==> config.mk <==
export PLATFORM = sky130hd
export DESIGN_NAME = subleq_ctrl
export DESIGN_NICKNAME = d
export VERILOG_FILES = /design/src/rtl/subleq_ctrl.sv
export SDC_FILE = /design/constraint.sdc
export NUM_CORES = 1
export LEC_CHECK = 0
export ABC_AREA = 1
export CAP_MARGIN = 25
export CORE_MARGIN = 3
export CORE_UTILIZATION = 30
export DETAILED_ROUTE_END_ITERATION = 7
export PLACE_DENSITY = 0.6
export SLEW_MARGIN = 5
export SYNTH_ARGS = -nofsm -noshare
export SYNTH_HDL_FRONTEND = slang
export SYNTH_SLANG_ARGS = --single-unit
==> constraint.sdc <==
create_clock -name CLK -period 2.2 [get_ports CLK]
set_clock_uncertainty 0.2 [all_clocks]
set_input_delay 0.44 -clock CLK [delete_from_list [all_inputs] [get_ports CLK]]
set_output_delay 0.44 -clock CLK [all_outputs]
set_load 0.005 [all_outputs]
==> src/rtl/subleq_ctrl.sv <==
// subleq_ctrl
//   Control sequencer for the SUBLEQ core. Each instruction is handled in
//   five steps:
//     1. Fetch a 24-bit word from instruction memory at PC.
//     2. Load it into the external instruction register (ireg_24).
//     3. Read mem[A] and mem[B] from data memory.
//     4. Compute mem[B] - mem[A] and write the result back to B.
//     5. Branch to C when the result is <= 0; otherwise fall through to PC+1.
//   A taken branch to 8'hFF halts the core until reset.
//
// Ports
//   CLK, RST          clock (rising edge), synchronous active-high reset
//   run               start request, only looked at while idle
//   imem_req/addr     instruction fetch request and address (= pc)
//   imem_ack/rdata    fetch completion and fetched word (same cycle)
//   ir_en/ir_in       load strobe and word for ireg_24
//   ir_out            current ireg_24 contents (A = [23:16], B = [15:8], C = [7:0])
//   dmem_req/we       data access request; we = 1 for write
//   dmem_addr/wdata   data address and write data, stable while requested
//   dmem_ack/rdata    access completion and read data (same cycle)
//   pc                program counter
//   busy              high in every state except IDLE and HALT
//   halted            high in HALT
//   retired           completed-instruction count, wraps at 16 bits
//
// Every output is either a register or a decode of the state register, so an
// ack can only influence the outputs through a clock edge.
module subleq_ctrl (
    input  logic        CLK,
    input  logic        RST,
    input  logic        run,
    output logic        imem_req,
    output logic [7:0]  imem_addr,
    input  logic        imem_ack,
    input  logic [23:0] imem_rdata,
    output logic        ir_en,
    output logic [23:0] ir_in,
    input  logic [23:0] ir_out,
    output logic        dmem_req,
    output logic        dmem_we,
    output logic [7:0]  dmem_addr,
    output logic [7:0]  dmem_wdata,
    input  logic        dmem_ack,
    input  logic [7:0]  dmem_rdata,
    output logic [7:0]  pc,
    output logic        busy,
    output logic        halted,
    output logic [15:0] retired
);

    typedef enum logic [2:0] {
        IDLE   = 3'd0,
        FETCH  = 3'd1,
        LOAD   = 3'd2,
        READ_A = 3'd3,
        READ_B = 3'd4,
        EXEC   = 3'd5,
        WRITE  = 3'd6,
        HALT   = 3'd7
    } state_t;

    state_t state;
    state_t state_next;

    logic [7:0]        a_fld;
    logic [7:0]        b_fld;
    logic [7:0]        c_fld;
    logic signed [7:0] op_a;
    logic signed [7:0] op_b;
    logic signed [7:0] diff;
    logic signed [7:0] res;
    logic              leq;

    // Result <= 0 in 8-bit two's complement: negative or exactly zero.
    function automatic logic is_leq(input logic signed [7:0] v);
        return (v <= 8'sd0);
    endfunction

    // Branch target when taken, otherwise fall through with 8-bit wrap.
    function automatic logic [7:0] next_pc(input logic [7:0] cur,
                                           input logic       taken,
                                           input logic [7:0] target);
        return taken ? target : (cur + 8'd1);
    endfunction

    assign a_fld = ir_out[23:16];
    assign b_fld = ir_out[15:8];
    assign c_fld = ir_out[7:0];

    // Modulo-256 subtraction; the wrap is the intended SUBLEQ behaviour.
    assign diff = op_b - op_a;

    // ---------------- state register ----------------
    always_ff @(posedge CLK) begin
        if (RST) begin
            state <= IDLE;
        end else begin
            state <= state_next;
        end
    end

    // ---------------- next-state logic ----------------
    always_comb begin
        state_next = state;
        case (state)
            IDLE:   if (run)      state_next = FETCH;
            FETCH:  if (imem_ack) state_next = LOAD;
            LOAD:                 state_next = READ_A;
            READ_A: if (dmem_ack) state_next = READ_B;
            READ_B: if (dmem_ack) state_next = EXEC;
            EXEC:                 state_next = WRITE;
            WRITE: begin
                if (dmem_ack) begin
                    state_next = (leq && (c_fld == 8'hFF)) ? HALT : FETCH;
                end
            end
            HALT:                 state_next = HALT;
            default:              state_next = IDLE;
        endcase
    end

    // ---------------- decoded outputs ----------------
    // ir_out is only valid once READ_A is entered, which is exactly when the
    // data address starts being taken from it.
    always_comb begin
        imem_req  = (state == FETCH);
        ir_en     = (state == LOAD);
        dmem_req  = (state == READ_A) || (state == READ_B) || (state == WRITE);
        dmem_we   = (state == WRITE);
        busy      = (state != IDLE) && (state != HALT);
        halted    = (state == HALT);
        imem_addr = pc;
        dmem_addr = 8'h00;
        case (state)
            READ_A:         dmem_addr = a_fld;
            READ_B, WRITE:  dmem_addr = b_fld;
            default:        dmem_addr = 8'h00;
        endcase
    end

    assign dmem_wdata = res;

    // ---------------- control and visible registers ----------------
    always_ff @(posedge CLK) begin
        if (RST) begin
            pc      <= 8'h00;
            retired <= 16'h0000;
            ir_in   <= 24'h000000;
            res     <= 8'sd0;
            leq     <= 1'b0;
        end else begin
            if ((state == FETCH) && imem_ack) begin
                ir_in <= imem_rdata;
            end
            if (state == EXEC) begin
                res <= diff;
                leq <= is_leq(diff);
            end
            if ((state == WRITE) && dmem_ack) begin
                pc      <= next_pc(pc, leq, c_fld);
                retired <= retired + 16'd1;
            end
        end
    end

    // ---------------- operand registers ----------------
    // Pure data: always written before use within an instruction.
    always_ff @(posedge CLK) begin
        if ((state == READ_A) && dmem_ack) begin
            op_a <= $signed(dmem_rdata);
        end
        if ((state == READ_B) && dmem_ack) begin
            op_b <= $signed(dmem_rdata);
        end
    end

endmodule

# ---- After elaboration in Yosys (flattened, before gate mapping)
# Cells that the tools add are included.
dict set report op_classes {
  add_sub_neg 3
  n_lt_le_gt_ge 1
  n_eq_ne 14
  n_mux 9
  n_reduce_logical 12
}
# operator count
set ops {}
lappend ops {{$pmux W3 S8} 1}
lappend ops {{$mux W3} 6}
lappend ops {{$add A16 B1 Y16 const B} 1}
lappend ops {{$pmux W8 S2} 1}
lappend ops {{$eq A3 B3 Y1 const B} 4}
lappend ops {{$add A8 B1 Y8 const B} 1}
lappend ops {{$eq A8 B8 Y1 const B} 1}
lappend ops {{$le A8 B1 Y1 const B} 1}
lappend ops {{$mux W8} 1}
lappend ops {{$sub A8 B8 Y8} 1}
lappend ops {{$eq A3 B2 Y1 const B} 2}
lappend ops {{$logic_and A1 B1 Y1} 6}
lappend ops {{$ne A2 B2 Y1 const B} 3}
lappend ops {{$reduce_and A5 Y1} 1}
lappend ops {{$ne A2 B1 Y1 const B} 2}
lappend ops {{$eq A3 B1 Y1 const B} 1}
lappend ops {{$logic_not A3 Y1} 1}
lappend ops {{$ne A3 B3 Y1 const B} 1}
lappend ops {{$reduce_bool A3 Y1} 1}
lappend ops {{$logic_or A1 B1 Y1} 2}
lappend ops {{$reduce_or A2 Y1} 1}
dict set report word_totals {
  ff_bits 76
  inputBits 61
  out_inout_bits 78
  word_cells 47
}

# ---- Depth between registers and ports, before layout
dict set report depth {
  word_depth 5
  depth_mapped 12
  ltp_nobuf 12
}

# ---- Least setup slack after synthesis
# OpenSTA, ideal clock, no wires.
dict set report synth_path {
  path_kind {register -> register}
  startpoint {register op_a[0]}
  endpoint {register leq}
  setup_time_ns 0.070
  arrival_ns 1.737
  required_ns 1.930
  setup_slack_ns 0.193
  stages_incl_launch_ff 10
  n_path_buf 0
  period_less_slack_ns 2.007
  path_cell_list {edfxtp_1 ha_1 inv_1 fa_1 or2_2 nor2_1 nand3_1 nor2_1 nand3_1 a21oi_1}
}
dict set report synth_between {
  elab_chain_cells 2
}
# item line_no
set synth_lines {}
lappend synth_lines {{from (decl)} 68} ;# logic signed [7:0] op_a;
lappend synth_lines {{from (signal assigned)} 170} ;# op_a <= $signed(dmem_rdata);
lappend synth_lines {{$sub A8 B8 Y8} 91} ;# assign diff = op_b - op_a;
lappend synth_lines {{named net diff[1]} 70} ;# logic signed [7:0] diff;
lappend synth_lines {{$le A8 B1 Y1} 76} ;# return (v <= 8'sd0);
lappend synth_lines {{to (signal assigned)} 157} ;# leq <= is_leq(diff);
lappend synth_lines {{to (decl)} 72} ;# logic leq;
# The timed path passes the listed nets, and every way through them passes these cells.
# A chain may end at the register's enable or synchronous reset.

# ---- Final worst setup path
dict set report layout_path {
  startpoint {register state[0]}
  endpoint {output busy}
}
dict set report layout_between {
  elab_chain_cells 2
  elab_cells_between_ends 3
  cone_classes {eq/ne: 1; reduce/logical: 2}
}
# item line_no
set layout_lines {}
lappend layout_lines {{from (decl)} 62} ;# state_t state;
lappend layout_lines {{from (signal assigned)} 98} ;# state <= state_next;
lappend layout_lines {{$ne A3 B3 Y1 / $reduce_bool A3 Y1 (equally long branches)} 130} ;# busy = (state != IDLE) && (state != HALT);
lappend layout_lines {{$logic_and A1 B1 Y1 *} 130}
lappend layout_lines {{to (decl)} 46} ;# output logic busy,
# Mark *: on every way between the ends. The rest lies on a longest branch, timed or not.

==> metrics.cfg <==
[status]
status=completed

[critical_path]
worstSetupEndpointType=output port
cp_data_required_time_ps=1560
worst-setup-path-type=reg2out
crit_path_start=state[0]$_SDFFE_PP0P_
start_kind=register
r2r_slack_ps=130
reg2reg_from=op_b[0]$_DFFE_PP_
cp_max_fo=5
worstPathArrival_ps=1510

[grt]
track_usage=0.151
grt_pass1_wl_um=17400
grt_max_degree=26
grt_pass1_vias=3669
grt_overflow_total=0
antenna_found_initial=0

[logic_synthesis]
synth_fp_nets=575
synth_seq_area_share=0.447
avgSynthCellArea_um2=7.47
synth-warning-count=0
synth_top_area_frac=0.319
synth-main-ff-cell=dfxtp_1
synthesis.area_um2=3760
synth_edf_count=16
synth_cell_types=36
synth_seq_cells=76
yosys.area.top_type=dfxtp_1
syn_inst=504
synth_area_leaders=dfxtp_1 32%, edfxtp_1 13%, nand2_1 10%, nor2_1 8.6%, inv_1 5.2%
synthArstFlopShare=0

[cts]
clock_path_buffers=2
cts_root_buffer=clkbuf_16
clkLatencyLatePin_ps=330
hold_buffers=0
cts_tree=built
numCtsBuffers=9
htree_levels=3
cts.clk_slew.worst_paths_ps=50
cts_sinks=76

[final_layout]
layout.cells.non_filler=819
num-nets-final=717
area_delta_synth_final_pct=51.9
layout.core_utilization=0.470
n_antenna_cell=0
layout-drive-gt1-share=0.0983

[detailed_routing]
viasPerCell=4.61
postRouteAntennaNets=0
drt-initial-drc-count=209
dr.pass1.iters=4
route.vias.total=3773
route.detailed.drc=0
post_drt_wl_per_cell_um=12.9
routed_wl_um=10600

[pwr]
ir_drop_mv=0.415
p_leak_nw=2.31
powerDensity_nw_per_um2=800

[place]
dp_cells=797
gp_congestion=0.839
post-dp-hpwl_um=7880
pre_cts_slack_ps=-16.4
io_buffer_count=138

[sta]
relSlewSlack=0.724
holdWs_ps=280
hold_violations=0
min_period_over_period=0.978
timing.final.ws_setup_ps=47.4
setup_viol=0
worst_pin_slew_ps=413
rsz0062_at_grt=yes
max_freq_mhz=465
period_minus_slack_ps=2150
maxSlewViolCount=0

[hold_path]
hp-start=ir_in[13]$_SDFFE_PP0P_
min_path_type=reg2reg

[floorplan]
die_h_um=118
io_pins=139
core_um2=12200
die_area_um2=13900
die_w_um=118
initial_core_util=0.309
num_rows=40

[job]
cap_violations=0

## per-layer routing
metal	wire length, um	vias to the layer above	track usage
met3	664	12	0.0332
met5	0	-	0
li1	-	1916	-
met2	4700	159	0.241
met1	5040	1686	0.197
met4	188	0	0.0659
## layout by cell type, fill, tap and decap left out, types with 10 or more instances in the layout
cell / count
clkdlybuf4s50_1: 126
nand2_1: 99
nor2_1: 84
dfxtp_1: 57
inv_1: 49
o21ai_0: 37
a21oi_1: 33
nand3_1: 19
edfxtp_1: 16
buf_4: 16
clkbuf_16: 10
dlygate4sd2_1: 10
## worst max-delay path, cell delays in order, from the launching register on
cell	delay (ps)
dfxtp_4	360
buf_4	150
nor3_2	160
nor2_1	70
clkdlybuf4s50_1	440
## sequential cells by signal, summed over array words and instances, names as in the netlist
register	flops
op_a	8
imem_addr	8
state	3
leq	1
dmem_wdata	8
ir_in	24
op_b	8
retired	16
## where the power goes
group          internal (mW)  total, mW  switching [mW]
registers               1.62       1.74           0.128
logic                  0.694       1.33           0.638
clock network          0.938       1.50           0.563
total                   3.25       4.58            1.33
## Yosys cell counts (4+ instances only)
master,n
nand3_1,19
buf_2,5
a22o_1,8
ha_1,9
inv_2,4
o211ai_1,4
edfxtp_1,16
o21ai_1,6
nand2_1,100
nor2_1,86
dfxtp_1,60
nand4_1,6
clkbuf_1,9
o21ai_0,37
buf_4,9
inv_1,52
nor3_1,9
a21oi_1,33
## per-stage QoR
step / cell area (um2) / total power, mW / TNS, ps
finish: 5720 / 4.58 / 0
global route: 5720 / 4.85 / -0.493
CTS: 5690 / 4.61 / 0
detailed placement: 5310 / 3.04 / -24.6
global placement: 5310 / 3.01 / 0
floorplan: 3760 / 2.39 / 0
## layout make-up
cell class / count / area, um2
Clock buffer: 14 / 299
Clock inverter: 2 / 13.8
Fill cell: 1212 / 6440
Inverter: 57 / 224
Multi-Input combinational cell: 345 / 1740
Sequential cell: 76 / 1690
Tap cell: 168 / 210
Timing Repair Buffer: 156 / 1530
Timing Repair inverter: 1 / 8.76
## cells by family (layout without fill, tap and decap cells)
| logic type | count (synthesis) | after routing | synth area share |
|---|---|---|---|
| buffers and inverters | 83 | 230 | 0.0994 |
| AOI/OAI and AO/OA | 94 | 94 | 0.139 |
| xor gates and xnor gates | 6 | 6 | 0.0140 |
| DFF | 76 | 76 | 0.447 |
| adders and majority gates | 10 | 10 | 0.0352 |
| and+or+nand+nor | 235 | 235 | 0.265 |
## repair_timing
| item | in CTS | in global routing |
|---|---|---|
| pin swaps | 2 | 6 |
| setup buffers | 4 | 1 |
| resized for setup | 26 | 11 |
| endpoints found under the setup margin | 14 | 5 |
| gates cloned | 1 | 0 |
## worst paths after layout
path                                               end  depth (start not counted)
worst max register to register        leq$_SDFFE_PP0N_                         10
worst min register to register  ir_in[13]$_SDFFE_PP0P_                          2
worst max-delay path                              busy                          4
worst min-delay path            ir_in[13]$_SDFFE_PP0P_                          2
Note: power is estimated with default switching activity, not from simulation.
